File: src/rtl/bcd_interval_timer.sv
// BCD MM..M:SS interval timer with built-in prescaler, up/down counting and optional auto-reload.
// All outputs registered; state/count change one cycle after the causing strobe or tick.
module bcd_interval_timer #(
  parameter int CLK_DIV     = 50000000,
  parameter int MIN_DIGITS  = 2,
  parameter int AUTO_RELOAD = 0
) (
  input  logic                        CLOCK_50_i,
  input  logic                        reset_i,
  input  logic                        load_i,
  input  logic [4*(MIN_DIGITS+2)-1:0] load_value_i,
  input  logic                        mode_up_i,
  input  logic                        start_i,
  input  logic                        stop_i,
  output logic [4*(MIN_DIGITS+2)-1:0] count_o,
  output logic [1:0]                  state_o,
  output logic                        running_o,
  output logic                        expired_o,
  output logic                        flash_o
);

  localparam int ND = MIN_DIGITS + 2;
  localparam int W  = 4 * ND;
  localparam int PW = $clog2(CLK_DIV);
  localparam logic [PW-1:0] PRESC_MAX = PW'(CLK_DIV - 1);

  typedef enum logic [1:0] {
    S_IDLE  = 2'b00,
    S_RUN   = 2'b01,
    S_PAUSE = 2'b10,
    S_DONE  = 2'b11
  } state_t;

  // Seconds-tens digit rolls at 5, every other digit at 9.
  function automatic logic [3:0] digit_max(input int i);
    return (i == 1) ? 4'd5 : 4'd9;
  endfunction

  function automatic logic [W-1:0] sanitise(input logic [W-1:0] v);
    logic [W-1:0] r;
    r = v;
    for (int i = 0; i < ND; i++) begin
      if (v[4*i +: 4] > digit_max(i)) r[4*i +: 4] = 4'd0;
    end
    return r;
  endfunction

  function automatic logic [W-1:0] bcd_dec(input logic [W-1:0] v);
    logic [W-1:0] r;
    logic         borrow;
    r      = v;
    borrow = 1'b1;
    for (int i = 0; i < ND; i++) begin
      if (borrow) begin
        if (v[4*i +: 4] == 4'd0) begin
          r[4*i +: 4] = digit_max(i);
        end else begin
          r[4*i +: 4] = v[4*i +: 4] - 4'd1;
          borrow      = 1'b0;
        end
      end
    end
    return r;
  endfunction

  function automatic logic [W-1:0] bcd_inc(input logic [W-1:0] v);
    logic [W-1:0] r;
    logic         carry;
    r     = v;
    carry = 1'b1;
    for (int i = 0; i < ND; i++) begin
      if (carry) begin
        if (v[4*i +: 4] == digit_max(i)) begin
          r[4*i +: 4] = 4'd0;
        end else begin
          r[4*i +: 4] = v[4*i +: 4] + 4'd1;
          carry       = 1'b0;
        end
      end
    end
    return r;
  endfunction

  state_t        state_q, state_d;
  logic [W-1:0]  count_q, count_d;
  logic [W-1:0]  target_q, target_d;
  logic [W-1:0]  reload_q, reload_d;
  logic [PW-1:0] presc_q, presc_d;
  logic          mode_up_q, mode_up_d;
  logic          expired_q, expired_d;
  logic          flash_q, flash_d;
  logic          running_q, running_d;

  logic          tick;
  logic          terminal_now;
  logic [W-1:0]  load_san;
  logic [W-1:0]  count_inc;
  logic [W-1:0]  count_dec;

  always_ff @(posedge CLOCK_50_i) begin
    if (reset_i) begin
      state_q   <= S_IDLE;
      count_q   <= '0;
      target_q  <= '0;
      reload_q  <= '0;
      presc_q   <= '0;
      mode_up_q <= 1'b0;
      expired_q <= 1'b0;
      flash_q   <= 1'b0;
      running_q <= 1'b0;
    end else begin
      state_q   <= state_d;
      count_q   <= count_d;
      target_q  <= target_d;
      reload_q  <= reload_d;
      presc_q   <= presc_d;
      mode_up_q <= mode_up_d;
      expired_q <= expired_d;
      flash_q   <= flash_d;
      running_q <= running_d;
    end
  end

  always_comb begin
    state_d   = state_q;
    count_d   = count_q;
    target_d  = target_q;
    reload_d  = reload_q;
    presc_d   = presc_q;
    mode_up_d = mode_up_q;
    expired_d = 1'b0;
    flash_d   = flash_q;

    tick         = ((state_q == S_RUN) || (state_q == S_DONE)) && (presc_q == PRESC_MAX);
    terminal_now = mode_up_q ? (count_q == target_q) : (count_q == '0);
    load_san     = sanitise(load_value_i);
    count_inc    = bcd_inc(count_q);
    count_dec    = bcd_dec(count_q);

    if (load_i) begin
      state_d   = S_IDLE;
      presc_d   = '0;
      flash_d   = 1'b0;
      mode_up_d = mode_up_i;
      if (mode_up_i) begin
        target_d = load_san;
        count_d  = '0;
      end else begin
        count_d  = load_san;
        reload_d = load_san;
      end
    end else begin
      case (state_q)
        S_IDLE, S_PAUSE: begin
          // A simultaneous stop suppresses start outside RUN as well.
          if (start_i && !stop_i) begin
            presc_d = '0;
            if (terminal_now) begin
              state_d   = S_DONE;
              expired_d = 1'b1;
            end else begin
              state_d = S_RUN;
            end
          end
        end
        S_RUN: begin
          if (stop_i) begin
            state_d = S_PAUSE;
          end else if (!tick) begin
            presc_d = presc_q + 1'b1;
          end else begin
            presc_d = '0;
            if (mode_up_q) begin
              count_d = count_inc;
              if (count_inc == target_q) begin
                expired_d = 1'b1;
                state_d   = S_DONE;
              end
            end else if (count_q == '0) begin
              // Only reachable with auto-reload: the tick after expiry restarts the interval.
              if (reload_q == '0) state_d = S_DONE;
              else                count_d = reload_q;
            end else begin
              count_d = count_dec;
              if (count_dec == '0) begin
                expired_d = 1'b1;
                if (AUTO_RELOAD == 0) state_d = S_DONE;
              end
            end
          end
        end
        S_DONE: begin
          if (tick) begin
            presc_d = '0;
            flash_d = ~flash_q;
          end else begin
            presc_d = presc_q + 1'b1;
          end
        end
        default: state_d = S_IDLE;
      endcase
    end

    running_d = (state_d == S_RUN);
  end

  assign count_o   = count_q;
  assign state_o   = state_q;
  assign running_o = running_q;
  assign expired_o = expired_q;
  assign flash_o   = flash_q;

endmodule

File: config.mk
export PLATFORM = sky130hd
export DESIGN_NAME = bcd_interval_timer
export DESIGN_NICKNAME = d
export VERILOG_FILES = /design/src/rtl/bcd_interval_timer.sv
export SDC_FILE = /design/constraint.sdc
export NUM_CORES = 1
export LEC_CHECK = 0
export BUFFER_PORTS_ARGS = -buffer_cell sky130_fd_sc_hd__buf_2
export CORE_ASPECT_RATIO = 1.2
export CORE_MARGIN = 4
export CORE_UTILIZATION = 40
export DETAILED_ROUTE_END_ITERATION = 8
export PLACE_DENSITY = 0.55
export SKIP_LAST_GASP = 1
export SYNTH_ARGS = -nofsm -noshare
export SYNTH_HDL_FRONTEND = slang
export SYNTH_SLANG_ARGS = --single-unit
File: constraint.sdc
create_clock -name CLOCK_50_i -period 3 [get_ports CLOCK_50_i]
set_input_delay 0.15 -clock CLOCK_50_i [delete_from_list [all_inputs] [get_ports CLOCK_50_i]]
set_output_delay 0.15 -clock CLOCK_50_i [all_outputs]
set_load 0.03 [all_outputs]
==> summary.md <==
| Metric | Value |
|---|---|
| Status | completed |
| Startpoint types | flip-flop |
| Starting Density | 40.5% |
| Setup TNS | 0 ns |
| Syn. warnings | 0 |
| Leak | 2.35 nW |
| WL/cell | 19.0 um |
| Drt first pass iters | 5 |
| Die area | 15900 sq um |
| CP max FO | 18 |
| Clock-pin slew on the worst setup and hold paths | 0.06 ns |
| Most frequent cells after synthesis | 87 x nor2_1, 83 x nand2_1, 80 x dfxtp_1 |
| Most frequent cell after synthesis | nor2_1 |
| Final setup skew | 0.0102 ns |
| Synth Area in XOR/XNOR | 6.44% |
| DRT iter0 DRCs | 537 |
| Vias in the first global route | 5548 |
| Slew margin rel. | 55.9% |
| Crit. path cell count | 8 |
| Final Non-Filler Cells | 977 |
| Final setup vio count | 0 |
| Hold WC Path Type | input port to flip-flop |
| Yosys top cell by area | dfxtp_1 |
| Multi-input logic area | 3670 sq um |
| Post-synth net total | 788 |
| Grt total ovfl | 0 |
| Avg Cell Area, Syn | 7.38 sq um |
| Worst Path Required | 3.22 ns |
| Pin count of the biggest net entering global routing | 35 |
| # diodes | 0 |
| Die W | 116 um |
| Slowest CP cell | dfxtp_1 |
| Num rows | 47 |
| Post-Route WL | 18.6 mm |
| Via-to-Cell Ratio | 5.99 |
| First-pass GRT wire length | 29.7 mm |
| Clock latency on the worst-skew pair | 0.35 ns |
| Register Area | 1600 sq um |
| Share of layout cells above drive strength 1 | 15.1% |
| #FFs+latches synth | 80 |
| Post-Synth Adder-Cell Area | 2.24% |
| Clock Path Buffers | 2 |
| Total track usage | 24.0% |
| Endpoint class of the critical path | flip-flop |
| Hold Vio Cnt, Final | 0 |
| Primary FF master, synth | dfxtp_1 |
| Largest family of logic cells by synthesized area | simple AND/OR/NAND/NOR gates |
| Core Area | 13800 sq um |
| RSZ-0062 raised after global routing | false |
| Max incr delay on CP | 0.50 ns |
| Number of synthesized flops with an enable pin | 0 |
| R2R depth | 8 |
| H-tree Lvls | 3 |
| IO buf count | 42 |
| Clock net sink count | 80 |
| Peak Freq | 0.351 GHz |
| CTS tree | yes |
| Drc violations | 0 |
| Sw Pwr | 893 uW |
| Seq pwr share | 38.2% |
| Compound-Gate Fraction of Synth Area | 20.8% |
| Crit-path cells | nand4bb_1, buf_4, nor4_1, a2bb2oi_1, xor2_1, or3_1, o311ai_1, a211oi_1 |
| Sequential share of the synthesized area | 28.7% |
| Die H | 137 um |
| Internal | 2.06 mW |
| Placed Cells | 961 |
| Ports | 43 |
| Critical path arrival | 3.07 ns |
| WP buf/inv | 1 |
| Antenna viol nets, final | 0 |
| Total Power | 2.95 mW |
| Final core occ | 46.8% |
| Cells after Synth | 756 |
| Least-Margin Pin Slew | 0.661 ns |
| Tmin final | 2.85 ns |
| Max-cap violations | 0 |
| Worst hold stages | 3 |
| Final non-filler cell area | 6440 sq um |
| Filler Cell Count | 1475 |
| Mux share of post-synthesis cell area | 2.40% |
| Final Max Slew Viols | 0 |
| Comb pwr share | 21.0% |
| Net Sw Frac | 30.2% |
| Vias after detailed routing | 5851 |
| Simple-gate share of the synthesized area | 34.0% |
| CP delay by family, top | simple AND/OR/NAND/NOR gates |
| CTS buffer count | 9 |
| Initial antenna violation count | 0 |
| Yosys top cell area share | 28.7% |
| PwrDens | 459 nW/um^2 |
| Synthesis-to-finish area growth | 15.5% |
| Netlist cell types | 73 |
| Post-DP HPWL | 14.6 mm |
| Syn Std Cell Area | 5580 sq um |
| Nets@finish | 833 |
| Setup CP Type | flip-flop to flip-flop |
| Dpl cell area | 6120 sq um |
| Synth async-reset ratio | 0% |
| Synth area leaders | dfxtp_1 29%, nor2_1 5.9%, a21oi_1 5.8% |
| Clock power frac | 40.8% |
| Final cycle utilization of the critical path | 95.1% |
| Global placement routability congestion | 0.892 |
| Post-CTS Setup Bufs | 0 |
| Root Driver | clkbuf_16 |
| Worst vdd ir | 0.000397 V |
==> repair_timing <==
action | 4_1_cts | 5_1_grt
resized for setup | 0 | 1
hold buffers | 0 | 0
setup endpoints to repair | 0 | 1
endpoints found under the hold margin | 0 | 0
==> power by group through the flow <==
| stage | combinational, mW | clock [mW] | sequential [mW] |
|---|---|---|---|
| global route | 0.678 | 1.27 | 1.13 |
| CTS | 0.615 | 1.23 | 1.13 |
| floorplan | 0.391 | 0 | 1.17 |
| global placement | 0.609 | 0 | 1.15 |
| finish | 0.622 | 1.20 | 1.13 |
| detailed placement | 0.612 | 0 | 1.15 |
==> flip-flops by register name, summed over array words and instances, names as in the netlist <==
signal	cells
count_o	16
expired_o	1
flash_o	1
mode_up_q	1
presc_q	26
reload_q	16
running_o	1
state_o	2
target_q	16
==> tightest hold or removal path: cells and delay by family <==
kind,cells,cell delay [ns]
compound gates,1,0.05
buf+inv,1,0.11
simple gates,1,0.06
==> per-layer routing <==
layer | up-vias | part of all wire (%) | track usage, % | wire, um
met5 | - | 0 | 0 | 0
met3 | 44 | 4.8 | 3.82 | 888
met2 | 204 | 48 | 40.1 | 9010
met4 | 0 | 3.6 | 9.99 | 663
li1 | 2847 | - | - | -
met1 | 2756 | 43 | 30.5 | 8050
==> layout by cell type, fill, tap and decap left out, types with 4 or more instances in the layout <==
cell / n
nor2b_1: 10
o221ai_1: 6
nor3b_1: 6
nor4b_1: 5
or3_1: 12
a311oi_2: 4
clkbuf_16: 9
nand2b_1: 13
ha_1: 9
xnor2_1: 28
buf_4: 46
and3_1: 9
mux2i_1: 10
dfxtp_1: 79
nor2_1: 87
o21a_1: 4
inv_1: 19
a21o_1: 4
nand3b_1: 7
nand3_1: 31
o21ai_0: 31
nand2_1: 83
o2111ai_1: 7
and3b_1: 4
and2_1: 4
o211ai_1: 8
a21oi_1: 65
nand4_1: 27
nor3_1: 26
a211oi_1: 13
xor2_1: 13
buf_2: 42
or4_1: 4
and4_1: 4
nor4_1: 14
==> stage by stage <==
| stage | hold slack, ns | setup slack [ns] |
|---|---|---|
| floorplan | 0.228 | 0.00722 |
| global placement | 0.417 | 0.289 |
| detailed placement | 0.428 | 0.189 |
| CTS | 0.0548 | 0.169 |
| global route | 0.0703 | 0.00371 |
| finish | 0.0547 | 0.148 |
==> final cells by class <==
class,instances,area share (%)
clock buffers,10,3.55
clock inverters,6,1.46
inverters,19,1.11
multi-input cells,603,57.1
flip-flops and latches,80,24.9
well taps,171,3.32
repair buffers,88,8.62
==> kinds of logic after synthesis <==
logic type | after synthesis
AO/OA/AOI/OAI | 175
adder cells (fa/ha/maj) | 10
AND/OR/NAND/NOR | 364
buffers and inverters | 73
multiplexers | 13
XOR/XNOR | 41
flip-flops | 80
==> path summary, 6_finish.rpt <==
| kind | from | to | slack (ns) |
|---|---|---|---|
| max reg2reg | count_o[0]$_SDFFE_PP0P_ | running_o$_SDFF_PP0_ | 0.15 |
| min | load_value_i[12] | target_q[12]$_SDFFE_PP0P_ | 0.05 |
| min reg2reg | reload_q[0]$_SDFFE_PP0P_ | reload_q[0]$_SDFFE_PP0P_ | 0.50 |
| max | count_o[0]$_SDFFE_PP0P_ | running_o$_SDFF_PP0_ | 0.15 |
Note: power is estimated with default switching activity, not from simulation.
